**config.mk**
```make
export PLATFORM = sky130hd
export DESIGN_NAME = avg_color_rx
export DESIGN_NICKNAME = d
export VERILOG_FILES = /design/src/rtl/avg_rx_pkg.sv /design/src/rtl/avg_color_rx_toggle_sync.sv /design/src/rtl/avg_color_rx.sv
export SDC_FILE = /design/constraint.sdc
export NUM_CORES = 1
export LEC_CHECK = 0
export CORE_ASPECT_RATIO = 0.7
export CORE_MARGIN = 2
export CORE_UTILIZATION = 52
export CTS_CLUSTER_SIZE = 8
export DETAILED_ROUTE_END_ITERATION = 10
export HOLD_SLACK_MARGIN = 0.02
export PLACE_DENSITY = 0.86
export SYNTH_ARGS = -nofsm -noshare
export SYNTH_HDL_FRONTEND = slang
export SYNTH_SLANG_ARGS = --single-unit
```
**constraint.sdc**
```tcl
create_clock -name VGA_CLK -period 3.25 [get_ports VGA_CLK]
set_input_delay 0.65 -clock VGA_CLK [delete_from_list [all_inputs] [get_ports VGA_CLK]]
set_output_delay 0.65 -clock VGA_CLK [all_outputs]
set_load 0.1 [all_outputs]
```
**src/rtl/avg_rx_pkg.sv**
```systemverilog
// Shared types, default thresholds and the EMA step helper for the avg_color_rx receiver.
package avg_rx_pkg;

    typedef enum logic [1:0] {
        LVL_DARK   = 2'b00,
        LVL_NORMAL = 2'b01,
        LVL_BRIGHT = 2'b10
    } level_t;

    localparam int unsigned EMA_SHIFT_DEF    = 2;
    localparam logic [7:0]  DARK_LO_DEF      = 8'd40;
    localparam logic [7:0]  DARK_HI_DEF      = 8'd56;
    localparam logic [7:0]  BRIGHT_LO_DEF    = 8'd184;
    localparam logic [7:0]  BRIGHT_HI_DEF    = 8'd200;
    localparam logic [31:0] STALE_CYCLES_DEF = 32'd25000000;

    // The true result always lies in 0..255, so modulo-256 addition of the
    // floored signed step gives the exact value.
    function automatic logic [7:0] ema_step(input logic [7:0] smooth,
                                            input logic [7:0] color,
                                            input int unsigned shift);
        logic signed [8:0] diff_v;
        logic signed [8:0] step_v;
        diff_v = $signed({1'b0, color}) - $signed({1'b0, smooth});
        step_v = diff_v >>> shift;
        return smooth + 8'(step_v);
    endfunction

endpackage

```
**src/rtl/avg_color_rx_toggle_sync.sv**
```systemverilog
// Three-flop synchronizer for the upd toggle strobe, producing a registered
// single-cycle pulse per level change, ignored until the chain has refilled after reset.
module toggle_sync (
    input  logic VGA_CLK,
    input  logic RST_N,
    input  logic upd,
    output logic toggle
);

    logic       s1_r;
    logic       s2_r;
    logic       s3_r;
    logic [1:0] arm_r;
    logic       toggle_r;
    logic       armed_s;

    // A constant upd=1 across reset ripples through s1..s3 during the arm window.
    assign armed_s = (arm_r == 2'd3);

    // Synchronizer chain, arm counter and registered toggle pulse.
    always_ff @(posedge VGA_CLK) begin
        if (!RST_N) begin
            s1_r     <= 1'b0;
            s2_r     <= 1'b0;
            s3_r     <= 1'b0;
            arm_r    <= 2'd0;
            toggle_r <= 1'b0;
        end else begin
            s1_r     <= upd;
            s2_r     <= s1_r;
            s3_r     <= s2_r;
            if (!armed_s) begin
                arm_r <= arm_r + 2'd1;
            end
            toggle_r <= armed_s & (s2_r ^ s3_r);
        end
    end

    assign toggle = toggle_r;

endmodule

```
**src/rtl/avg_color_rx.sv**
```systemverilog
// Receiver for the camera-average (color, upd) toggle interface: capture, EMA,
// brightness classification with hysteresis and stale detection. Optional PWM: AVG_COLOR_RX_PWM_EN.
module avg_color_rx
    import avg_rx_pkg::*;
#(
    parameter int unsigned EMA_SHIFT    = EMA_SHIFT_DEF,
    parameter logic [7:0]  DARK_LO      = DARK_LO_DEF,
    parameter logic [7:0]  DARK_HI      = DARK_HI_DEF,
    parameter logic [7:0]  BRIGHT_LO    = BRIGHT_LO_DEF,
    parameter logic [7:0]  BRIGHT_HI    = BRIGHT_HI_DEF,
    parameter logic [31:0] STALE_CYCLES = STALE_CYCLES_DEF
) (
    input  logic       VGA_CLK,
    input  logic       RST_N,
    input  logic [7:0] color,
    input  logic       upd,
    output logic [7:0] sample,
    output logic [7:0] smooth,
    output logic       sample_vld,
    output logic [1:0] level,
    output logic       stale,
    output logic       pwm
);

    logic        toggle_s;
    logic [7:0]  sample_r;
    logic [7:0]  smooth_r;
    logic        sample_vld_r;
    logic        primed_r;
    logic        stale_r;
    logic [31:0] stale_cnt_r;
    logic [31:0] stale_cnt_nxt_s;
    level_t      level_r;
    level_t      level_nxt_s;

    toggle_sync u_toggle_sync (
        .VGA_CLK (VGA_CLK),
        .RST_N   (RST_N),
        .upd     (upd),
        .toggle  (toggle_s)
    );

    // Saturating idle counter value for the coming edge.
    always_comb begin
        stale_cnt_nxt_s = stale_cnt_r;
        if (stale_cnt_r != 32'hFFFF_FFFF) begin
            stale_cnt_nxt_s = stale_cnt_r + 32'd1;
        end else begin
            stale_cnt_nxt_s = stale_cnt_r;
        end
    end

    // Capture, EMA update and stale tracking.
    always_ff @(posedge VGA_CLK) begin
        if (!RST_N) begin
            sample_r     <= 8'd0;
            smooth_r     <= 8'd0;
            sample_vld_r <= 1'b0;
            primed_r     <= 1'b0;
            stale_r      <= 1'b1;
            stale_cnt_r  <= 32'd0;
        end else begin
            sample_vld_r <= toggle_s;
            if (toggle_s) begin
                sample_r    <= color;
                smooth_r    <= primed_r ? ema_step(smooth_r, color, EMA_SHIFT) : color;
                primed_r    <= 1'b1;
                stale_cnt_r <= 32'd0;
                stale_r     <= 1'b0;
            end else begin
                stale_cnt_r <= stale_cnt_nxt_s;
                stale_r     <= !primed_r || (stale_cnt_nxt_s >= STALE_CYCLES);
            end
        end
    end

    // Level state register.
    always_ff @(posedge VGA_CLK) begin
        if (!RST_N) begin
            level_r <= LVL_NORMAL;
        end else begin
            level_r <= level_nxt_s;
        end
    end

    // Hysteresis transitions, judged on the smooth value registered with sample_vld.
    always_comb begin
        level_nxt_s = level_r;
        if (sample_vld_r) begin
            case (level_r)
                LVL_NORMAL: begin
                    if (smooth_r > BRIGHT_HI) begin
                        level_nxt_s = LVL_BRIGHT;
                    end else if (smooth_r < DARK_LO) begin
                        level_nxt_s = LVL_DARK;
                    end else begin
                        level_nxt_s = LVL_NORMAL;
                    end
                end
                LVL_DARK: begin
                    if (smooth_r > BRIGHT_HI) begin
                        level_nxt_s = LVL_BRIGHT;
                    end else if (smooth_r >= DARK_HI) begin
                        level_nxt_s = LVL_NORMAL;
                    end else begin
                        level_nxt_s = LVL_DARK;
                    end
                end
                LVL_BRIGHT: begin
                    if (smooth_r < DARK_LO) begin
                        level_nxt_s = LVL_DARK;
                    end else if (smooth_r <= BRIGHT_LO) begin
                        level_nxt_s = LVL_NORMAL;
                    end else begin
                        level_nxt_s = LVL_BRIGHT;
                    end
                end
                default: begin
                    level_nxt_s = LVL_NORMAL;
                end
            endcase
        end else begin
            level_nxt_s = level_r;
        end
    end

`ifdef AVG_COLOR_RX_PWM_EN
    logic [7:0] pc_r;
    logic       pwm_r;

    // Free-running PWM counter compared against the smoothed level.
    always_ff @(posedge VGA_CLK) begin
        if (!RST_N) begin
            pc_r  <= 8'd0;
            pwm_r <= 1'b0;
        end else begin
            pc_r  <= pc_r + 8'd1;
            pwm_r <= (pc_r < smooth_r) && !stale_r;
        end
    end

    assign pwm = pwm_r;
`else
    assign pwm = 1'b0;
`endif

    assign sample     = sample_r;
    assign smooth     = smooth_r;
    assign sample_vld = sample_vld_r;
    assign level      = level_r;
    assign stale      = stale_r;

endmodule
```
## Yosys cells after proc, flatten, opt, wreduce, memory -nomap -nowiden

Index checks and enable logic that the tools add are counted.

- Add/subtract/negate cells: 4
- Bitwise operators: 3
- $lt $le $gt $ge: 5
- Equality and inequality tests: 4
- Multiplexer cells: 10
- Reduce and logical (&&, ||, !) cells: 4

Operators by type and width:

| kind | count |
|---|---|
| $add 32x1->32 const B | 1 |
| $ge 32x25->1 const B | 1 |
| $mux 32 | 1 |
| $ne 32x32->1 const B | 1 |
| $sub 8x8->9 | 1 |
| $add 8x8->8 | 1 |
| $ge 8x6->1 const B | 1 |
| $gt 8x8->1 const B | 1 |
| $le 8x8->1 const B | 1 |
| $lt 8x6->1 const B | 1 |
| $mux 2 | 4 |
| $mux 8 | 1 |
| $pmux 2 s3 | 1 |
| $eq 2x2->1 const B | 2 |
| $mux 1 | 3 |
| $add 2x1->2 const B | 1 |
| $eq 2x1->1 const B | 1 |
| $logic_not 2->1 | 1 |
| $reduce_or 2->1 | 1 |
| $and 1x1->1 | 1 |
| $logic_not 1->1 | 1 |
| $logic_or 1x1->1 | 1 |
| $not 1->1 | 1 |
| $xor 1x1->1 | 1 |

- Bits of input ports: 11
- Register bits after elaboration: 59
- Output and inout bits: 21

## Depth between registers and ports, before layout

Gate-level depths: netlist (run 1).

- Word-level depth: 5
- Gate-level depth with buffers: 17
- Mapped depth without buffers: 17

## By module

From an unflattened synthesis (run 1), not the netlist that was laid out.

- Cell total of the unflattened synthesis: 395
- Area, all modules: 3,364.5 um2

By module, submodules not included:

| module | times used | area each (um2) | cells each | seq. area each (um2) |
|---|---|---|---|---|
| avg_color_rx | 1 | 3,165.5 | 379 | 1,061.0 |
| toggle_sync | 1 | 198.9 | 16 | 120.1 |

## Worst setup path before layout (run 1)

No wires, ideal clock.

- Kind: flip-flop to flip-flop
- Start: reg smooth_r[1], in the netlist smooth[1]
- End: reg smooth_r[7], in the netlist smooth[7]
- Setup slack: -448 ps
- Cell stages (with the launch flop): 18
- Required time: 3,133 ps
- Arrival: 3,581 ps
- Cell sequence: dfxtp_1 > inv_1 > ha_1 > a21o_1 > a21oi_1 > nor2b_1 > o31a_1 > o21a_1 > nor2_1 > xnor2_1 > ha_1 > nor3_1 > nor2_1 > o41ai_1 > xnor2_1 > and3_1 > mux2i_1 > nand2_1

- Word-level cells in the longest chain between the ends: 3

Ends and longest elaborated chain:

| element | line | text |
|---|---|---|
| start, declared | avg_color_rx.sv:27 | `logic [7:0] smooth_r;` |
| start signal, assigned | avg_color_rx.sv:66 | `smooth_r <= primed_r ? ema_step(smooth_r, color, EMA_SHIFT) : color;` |
| $sub 8x8->9 | avg_rx_pkg.sv:24 | `diff_v = $signed({1'b0, color}) - $signed({1'b0, smooth});` |
| $add 8x8->8 * | avg_rx_pkg.sv:26 | `return smooth + 8'(step_v);` |
| $mux 8 * | avg_color_rx.sv:66 |  |

Mark *: on every way between the ends. The rest lies on a longest branch, timed or not.
A chain may end at the register's enable or synchronous reset.

## Worst setup path in the final report (run 1)

- Start: in color[1]
- End: reg smooth_r[7], in the netlist smooth[7]

- Word-level cells in the longest chain between the ends: 3

Ends and longest elaborated chain:

| element | line | text |
|---|---|---|
| start, declared | avg_color_rx.sv:15 | `input logic [7:0] color,` |
| $sub 8x8->9 | avg_rx_pkg.sv:24 |  |
| $add 8x8->8 | avg_rx_pkg.sv:26 |  |
| $mux 8 | avg_color_rx.sv:66 |  |

No other way between the ends.

==> flow_summary.rst, run 1 <==
.. list-table::
   :header-rows: 1

   * - Metric
     - Value
   * - Synthesized area
     - 3423 um2
   * - Max-Cap Viols
     - 0
   * - Wire length of the first global-routing pass
     - 14360 um
   * - Synth area leaders
     - sky130_fd_sc_hd__dfxtp_1 35%, sky130_fd_sc_hd__nor2_1 7.7%, sky130_fd_sc_hd__xnor2_1 5.9%, sky130_fd_sc_hd__ha_1 5.8%, sky130_fd_sc_hd__mux2i_1 5.6%
   * - Aggregate routed wire length
     - 8770 um
   * - Area of the die
     - 7259 um2
   * - Effective utilization at floorplan
     - 0.5429
   * - H-tree depth
     - 3
   * - Total via count after detailed routing
     - 3324
   * - Cell chain of the critical path
     - clkbuf_2 -> ha_4 -> a21o_1 -> a21oi_2 -> nor2b_2 -> o31a_1 -> o21a_1 -> nor2_1 -> xnor2_1 -> ha_2 -> nor3_2 -> nor2_1 -> o41ai_2 -> xnor2_1 -> and3_1 -> mux2i_1 -> nand2_1
   * - Number of global-route vias before repair
     - 3032
   * - Clock buffers created by TritonCTS
     - 9
   * - Horizontal die dimension
     - between 100 and 150 um
   * - Last weighted congestion value of the routability-driven placer
     - 0.9073
   * - Met2 usage in global routing
     - 0.3830
   * - Critical path launch point type
     - input pin
   * - Count of port buffers added during placement
     - 30
   * - Post-DP Area
     - 3911 um2
   * - # nets final
     - 500
   * - Chip height
     - between 70 and 80 um
   * - Critical path data required time
     - 3470 ps
   * - Period minus WS final
     - ~3200 ps
   * - CTS tree
     - done
   * - Share of the synthesized area in the top cell type
     - 0.3450
   * - Synthesis Warnings
     - 0
   * - Area delta synth->final
     - 23.87%
   * - Core footprint
     - 6306 um2
   * - Cell with the largest stage delay on the worst path
     - sky130_fd_sc_hd__ha_2
   * - Maximum cell stage delay along the critical path
     - 310 ps
   * - Synth Flop Type
     - sky130_fd_sc_hd__dfxtp_1
   * - Commonest cells after routing, fill and taps aside
     - 70 x sky130_fd_sc_hd__nor2_1, 53 x sky130_fd_sc_hd__dfxtp_1, 52 x sky130_fd_sc_hd__buf_4, 30 x sky130_fd_sc_hd__nand2_1, 23 x sky130_fd_sc_hd__xnor2_1
   * - Met3 capacity usage during global routing
     - 0.07317
   * - Most common library cell in the layout ignoring fill and taps
     - sky130_fd_sc_hd__nor2_1
   * - Clock input transition at the sequential cells of the worst setup and hold paths
     - 70 ps
   * - Per-instance average area after synthesis
     - 8.309 um2
   * - Total I/O pin count
     - 32
   * - Kind of capture point of the worst setup path
     - flip-flop
   * - Clock net sink count
     - 59
   * - Antenna diode count
     - 0
   * - Sequential Area
     - 1191 um2
   * - Area leader, netlist
     - sky130_fd_sc_hd__dfxtp_1
   * - Crit Path Class
     - input pin to flip-flop
   * - Leakage power summed over all cells
     - 1.649 nW
   * - Critical path data arrival time
     - 3430 ps
   * - Number of DRC violations after detailed routing
     - 0
   * - Count of final max-slew check failures
     - 0
   * - HPWL after DPL
     - 6068 um
   * - Slew @ Worst Pin
     - 893.8 ps
   * - Number of nets in the synthesized netlist
     - 440
   * - Fraction of layout instances using a drive strength above 1
     - 0.1992
   * - Period Utilization, post-route
     - 0.9874
   * - Worst max-slew margin expressed relative to the limit
     - 0.4033
   * - Row count
     - 24
   * - Maximum number of pins on one net before global-route repair
     - 34
   * - Vias per inst
     - 5.989
   * - Kind of path behind the tightest hold check
     - flip-flop to flip-flop
   * - Synth Register Bits
     - 59
   * - Multi-input logic area
     - around 2200 um2
   * - Overall routing resource usage
     - 0.2530
   * - Maximum clock frequency
     - approximately 310 MHz
   * - Maximum vdd ir drop
     - 0.2886 mV
   * - Number of cells produced by synthesis
     - 412
   * - Final hold violations
     - 0
   * - Fraction of registers with async set/reset
     - 0
   * - Source-to-sink clock delay at the later pin of the worst-skew pair
     - about 350 ps
   * - Count of flip-flops with a built-in enable after synthesis
     - 0
   * - Largest clock skew in the final design
     - 7.421 ps
   * - Post-route setup TNS
     - 0 ps
   * - Hold buffer count at cts
     - 0
   * - Top Usage Layer GRT
     - met2
   * - Initial antenna violation count
     - 0
   * - Router iterations before antenna repair
     - 5
   * - Cell chosen for the clock root
     - sky130_fd_sc_hd__clkbuf_8
   * - Met1 demand-to-capacity share in global routing
     - 0.3504
   * - Fraction of the yosys area taken by sequential cells
     - 0.3450
   * - Maximum root-to-sink buffer count
     - 2
   * - Post-route design area
     - 4240 um2
   * - Fillers
     - around 460
   * - P per Cell Area
     - between 300 and 400 nW/um2
   * - Number of nets with antenna violations after routing
     - 0
   * - Per-cell routed wire length
     - approximately 16 um
   * - Global route total overflow
     - 0
   * - Distinct cell type count of the synthesized netlist
     - 51
   * - # setup viols final
     - 0
   * - Number of design-rule violations left by the first detailed-router iteration
     - 219
   * - Highest fanout seen on the critical path
     - 3
   * - Run status
     - finished, final reports clean
[repair_timing]
item / 4_1_cts / 5_1_grt
hold endpoints to repair: 0 / 0
setup buffers: 4 / 3
pin swaps: 16 / 15
endpoints found under the setup margin: 2 / 2
resized for setup: 11 / 11
[Yosys cell counts (3+ instances only)]
cell type,number
sky130_fd_sc_hd__xor2_1,19
sky130_fd_sc_hd__nand2_1,30
sky130_fd_sc_hd__nand4_1,3
sky130_fd_sc_hd__a31oi_1,4
sky130_fd_sc_hd__and2_1,6
sky130_fd_sc_hd__or3_1,5
sky130_fd_sc_hd__a211oi_1,8
sky130_fd_sc_hd__nor2_1,70
sky130_fd_sc_hd__ha_1,16
sky130_fd_sc_hd__nor3_1,14
sky130_fd_sc_hd__o21ai_0,13
sky130_fd_sc_hd__mux2i_1,19
sky130_fd_sc_hd__buf_2,4
sky130_fd_sc_hd__and4_1,3
sky130_fd_sc_hd__nand3b_1,3
sky130_fd_sc_hd__and3_1,9
sky130_fd_sc_hd__o22ai_1,4
sky130_fd_sc_hd__inv_1,12
sky130_fd_sc_hd__dfxtp_1,59
sky130_fd_sc_hd__o21a_1,4
sky130_fd_sc_hd__xnor2_1,23
sky130_fd_sc_hd__nand3_1,15
sky130_fd_sc_hd__nand2b_1,5
sky130_fd_sc_hd__a21o_1,5
sky130_fd_sc_hd__a21oi_1,18
sky130_fd_sc_hd__clkbuf_1,7
[state kept, by name, indices dropped and copies added (netlist names)]
name / count
level: 2
primed_r: 1
sample: 8
sample_vld: 1
smooth: 8
stale: 1
stale_cnt_r: 32
u_toggle_sync.arm_r: 2
u_toggle_sync.s1_r: 1
u_toggle_sync.s2_r: 1
u_toggle_sync.s3_r: 1
u_toggle_sync.toggle: 1
[worst max-delay path, delay by kind of cell]
kind | cells | cell delay [ps]
fa+ha+maj | 2 | 550
simple gates | 6 | 780
xor+xnor | 2 | 290
mux | 1 | 140
compound gates | 5 | 910
buf+inv | 1 | 110
[final timing paths]
kind,from,slack (ps),cells past startpoint,endpoint
max,color[1],40,17,smooth[7]$_SDFFE_PN0P_
min,u_toggle_sync.s1_r$_SDFF_PN0_,440,1,u_toggle_sync.s2_r$_SDFF_PN0_
max reg2reg,smooth[1]$_SDFFE_PN0P_,70,17,smooth[7]$_SDFFE_PN0P_
min reg2reg,u_toggle_sync.s1_r$_SDFF_PN0_,440,1,u_toggle_sync.s2_r$_SDFF_PN0_
[power breakdown]
part | total, mW | internal (mW) | switching [mW]
sequential | 0.747 | 0.735 | 0.0119
clock | 0.677 | 0.359 | 0.318
combinational | 0.195 | 0.0908 | 0.104
total | 1.62 | 1.18 | 0.435
[cells by family (layout without fill, tap and decap cells)]
kind of cell / after synthesis / in the layout / share of synthesized area
AND/OR/NAND/NOR: 181 / 181 / 0.2705
AO/OA/AOI/OAI: 67 / 67 / 0.1250
flip-flops: 59 / 59 / 0.3450
XOR/XNOR: 42 / 42 / 0.1075
buffers and inverters: 26 / 91 / 0.03107
multiplexers: 19 / 19 / 0.05555
adder cells (fa/ha/maj): 17 / 17 / 0.06433
other: 1 / 1 / 0.001095
[per-layer routing]
metal,routed length (um),vias up
met1,3953,1575
li1,-,1569
met5,0,-
met4,125,0
met3,784,19
met2,3906,161
[final cells by class]
type                       count  area share
clock inverter                 7     0.01770
tap                           78     0.02302
inverter                      13     0.01151
timing repair buffer          62      0.1139
multi-input combinational    327      0.5238
sequential                    59      0.2809
clock buffer                   9     0.02921
[stage by stage]
stage            util  hold slack (ps)  cells  setup WS, ps  power, mW
2_1_floorplan       -            411.8    412         58.29     0.8701
3_3_place_gp   0.6202            415.1    532        -453.4     0.9292
3_5_place_dp   0.6202            421.7    532        -585.6     0.9381
4_1_cts        0.6613            439.1    552         27.18      1.617
5_1_grt        0.6724            465.8    555        -66.77      1.679
6_report       0.6724            435.1    555         40.91      1.619
No activity file was read; power rests on OpenSTA's default activity.
==> run 2, diff against run 1 <==
--- a/config.mk
+++ b/config.mk
@@ -7,11 +7,12 @@
 export LEC_CHECK = 0
 export CORE_ASPECT_RATIO = 0.7
 export CORE_MARGIN = 2
-export CORE_UTILIZATION = 52
+export CORE_UTILIZATION = 35
 export CTS_CLUSTER_SIZE = 8
 export DETAILED_ROUTE_END_ITERATION = 10
 export HOLD_SLACK_MARGIN = 0.02
-export PLACE_DENSITY = 0.86
+export PLACE_DENSITY_LB_ADDON = 0.3
+export SKIP_LAST_GASP = 1
 export SYNTH_ARGS = -nofsm -noshare
 export SYNTH_HDL_FRONTEND = slang
 export SYNTH_SLANG_ARGS = --single-unit
==> flow_summary.rst, run 2 (same netlist as run 1, synthesis figures left out) <==
.. list-table::
   :header-rows: 1

   * - Metric
     - Value
   * - Maximum number of pins on one net before global-route repair
     - 26 (-24%)
   * - Vias per inst
     - 5.116 (-15%)
   * - Area of the die
     - 10600 um2 (+46%)
   * - Highest fanout seen on the critical path
     - 3 (unchanged)
   * - Kind of capture point of the worst setup path
     - flip-flop
   * - Crit Path Class
     - input pin to flip-flop
   * - Critical path data required time
     - 3470 ps (about the same)
   * - Most common library cell in the layout ignoring fill and taps
     - sky130_fd_sc_hd__nor2_1
   * - Area delta synth->final
     - 28.11%
   * - Cell count of the worst reg-to-reg path
     - 17 (unchanged)
   * - Number of buffer and inverter stages on the critical path
     - 1 (unchanged)
   * - Count of port buffers added during placement
     - 30 (unchanged)
   * - Final Instance Count excl. Fillers
     - 602 (+8.5%)
   * - HPWL after DPL
     - 6179 um (+1.8%)
   * - Effective utilization at floorplan
     - 0.3562 (-0.1866)
   * - Count of final max-slew check failures
     - 0 (unchanged)
   * - Setup slack, reg-to-reg
     - 200 ps (+130 ps)
   * - Multi-input logic area
     - 2221 um2 (unchanged)
   * - Chip height
     - 86.75 um (+21%)
   * - Cell chain of the critical path
     - clkdlybuf4s15_2 -> ha_4 -> a21o_1 -> a21oi_2 -> nor2b_2 -> o31a_1 -> o21a_1 -> nor2_1 -> xnor2_1 -> ha_1 -> nor3_2 -> nor2_1 -> o41ai_2 -> xnor2_1 -> and3_1 -> mux2i_1 -> nand2_1
   * - # setup viols final
     - 0 (unchanged)
   * - Critical path launch point type
     - input pin
   * - Source-to-sink clock delay at the later pin of the worst-skew pair
     - 330 ps (-20 ps)
   * - Router iterations before antenna repair
     - 5 (unchanged)
   * - Number of DRC violations after detailed routing
     - 0 (unchanged)
   * - Clock input transition at the sequential cells of the worst setup and hold paths
     - 50 ps (-20 ps)
   * - Period Utilization, post-route
     - 0.9492 (-0.03823)
   * - Clock net sink count
     - 59 (unchanged)
   * - Final hold violations
     - 0 (unchanged)
   * - Post-DP Area
     - 3989 um2 (+2.0%)
   * - Period minus WS final
     - 3085 ps (-124.2 ps)
   * - CTS tree
     - done
   * - H-tree depth
     - 3 (unchanged)
   * - Leakage power summed over all cells
     - 1.687 nW (+2.3%)
   * - Wire length of the first global-routing pass
     - 13790 um (-3.9%)
   * - Global route total overflow
     - 0 (unchanged)
   * - Max-Cap Viols
     - 0 (unchanged)
   * - Maximum cell stage delay along the critical path
     - 280 ps (-30 ps)
   * - Core footprint
     - 9609 um2 (+52%)
   * - Reg2reg start
     - smooth[1]$_SDFFE_PN0P_
   * - Total via count after detailed routing
     - 3080 (-7.3%)
   * - Fraction of layout instances using a drive strength above 1
     - 0.1835 (-0.01562)
   * - Worst hold start
     - u_toggle_sync.s1_r$_SDFF_PN0_
   * - Maximum clock frequency
     - 324.2 MHz (+4.0%)
   * - Util after Layout
     - 0.4564 (-0.2160)
   * - Antenna diode count
     - 0 (unchanged)
   * - Slew @ Worst Pin
     - 677.4 ps (-216.4 ps)
   * - Largest clock skew in the final design
     - 5.569 ps (-1.852 ps)
   * - Post-route design area
     - 4385 um2 (+3.4%)
   * - Largest register by flop count
     - stale_cnt_r
   * - P per Cell Area
     - 428.9 nW/um2 (+12%)
   * - # nets final
     - 497 (-0.60%)
   * - Number of nets with antenna violations after routing
     - 0 (unchanged)
   * - Cell count after placement
     - 584 (+9.8%)
   * - RSZ-0062 raised after global routing
     - no
   * - Cell with the largest stage delay on the worst path
     - sky130_fd_sc_hd__ha_1
   * - Total I/O pin count
     - 32 (unchanged)
   * - Reg-to-reg endpoint
     - smooth[7]$_SDFFE_PN0P_
   * - Number of design-rule violations left by the first detailed-router iteration
     - 131 (-40%)
   * - Kind of path behind the tightest hold check
     - flip-flop to flip-flop
   * - Maximum root-to-sink buffer count
     - 2 (unchanged)
   * - Per-cell routed wire length
     - 13.71 um (-13%)
   * - Run status
     - finished, final reports clean
   * - Critical path data arrival time
     - 3300 ps (-130 ps)
   * - Post-route setup TNS
     - 0 ps (unchanged)
   * - Maximum vdd ir drop
     - 0.2500 mV (-13%)
   * - Initial antenna violation count
     - 0 (unchanged)
   * - Hold buffer count at cts
     - 0 (unchanged)
   * - Worst max-slew margin expressed relative to the limit
     - 0.5478 (+0.1445)
   * - Clock buffers created by TritonCTS
     - 9 (unchanged)
   * - Min-Delay Path Depth
     - 1 (unchanged)
   * - Aggregate routed wire length
     - 8254 um (-5.9%)
   * - Commonest cells after routing, fill and taps aside
     - 70 x sky130_fd_sc_hd__nor2_1, 53 x sky130_fd_sc_hd__dfxtp_1, 49 x sky130_fd_sc_hd__buf_4, 30 x sky130_fd_sc_hd__nand2_1, 23 x sky130_fd_sc_hd__xnor2_1
   * - Fillers
     - 939 (+100%)
   * - Post-route worst setup slack
     - 165.1 ps (+124.2 ps)
   * - Worst path top cell family by delay
     - compound AO/OA/AOI/OAI gates
   * - Number of global-route vias before repair
     - 2788 (-8.0%)
   * - Last weighted congestion value of the routability-driven placer
     - 0.7957 (-12%)
   * - Cell chosen for the clock root
     - sky130_fd_sc_hd__clkbuf_16
   * - Minimum setup slack after placement
     - -552.0 ps (+33.57 ps)
   * - Sink of the worst hold path
     - u_toggle_sync.s2_r$_SDFF_PN0_
   * - Flip-flop count of the largest register after layout
     - 32 (unchanged)
   * - Sequential Area
     - 1191 um2 (unchanged)
   * - Horizontal die dimension
     - 122.2 um (+21%)
   * - Overall routing resource usage
     - 0.1659 (-0.08705)
   * - Row count
     - 30 (+25%)
[run 2: cell types whose count changed in the layout (fill, tap and decap cells not counted), moves of 2 or more]
cell / before / now
sky130_fd_sc_hd__clkbuf_16: 0 / 9
sky130_fd_sc_hd__clkinv_4: 1 / 3
sky130_fd_sc_hd__clkbuf_1: 0 / 2
sky130_fd_sc_hd__clkbuf_8: 9 / 0
sky130_fd_sc_hd__inv_6: 2 / 0
sky130_fd_sc_hd__buf_4: 52 / 49
[run 2: worst max path at each step]
stage | start | endpoint | slack [ps] | cells past startpoint
finish | color[1] | smooth[7]$_SDFFE_PN0P_ | 170 | 17
global route | color[0] | smooth[7]$_SDFFE_PN0P_ | 20 | 17
CTS | color[1] | smooth[7]$_SDFFE_PN0P_ | 2 | 16
detailed placement | color[1] | smooth[7]$_SDFFE_PN0P_ | -550 | 16
global placement | color[1] | smooth[7]$_SDFFE_PN0P_ | -490 | 16
floorplan | color[1] | smooth[7]$_SDFFE_PN0P_ | 60 | 16
[run 2: layout make-up]
type                            instances  area share
Multi-Input combinational cell        327      0.5064
Sequential cell                        59      0.2716
Timing Repair Buffer                   59      0.1070
Clock buffer                           11     0.05307
Tap cell                              128     0.03652
Clock inverter                          5     0.01427
Inverter                               13     0.01113
[run 2: repair_timing]
action                     4_1_cts  5_1_grt
setup buffers                    1        1
gates resized for setup         13        5
setup endpoints to repair        2        1
pin swaps                       16       12
[run 2: stage by stage]
step / power (mW) / hold WS, ps
floorplan: 0.8701 / 411.8
global placement: 0.9354 / 414.1
detailed placement: 0.9399 / 425.8
CTS: 1.894 / 441.4
global route: 1.959 / 455.7
finish: 1.881 / 435.3
[run 2: routing by layer]
metal  vias to the layer above  share of wire  wire (um)  track usage
li1                       1570              -          -            -
met1                      1445           0.55       4523       0.2450
met2                        56           0.40       3342       0.2298
met3                         9          0.037        308      0.05066
met4                         0         0.0097         80      0.04702
met5                         -              0          0            0
[run 2: power breakdown]
part | total (mW) | leakage (nW) | internal (mW) | switching (mW)
clock | 0.942 | 0.144 | 0.597 | 0.344
sequential | 0.747 | 0.480 | 0.736 | 0.0106
combinational | 0.192 | 1.06 | 0.0904 | 0.102
total | 1.88 | 1.69 | 1.42 | 0.457
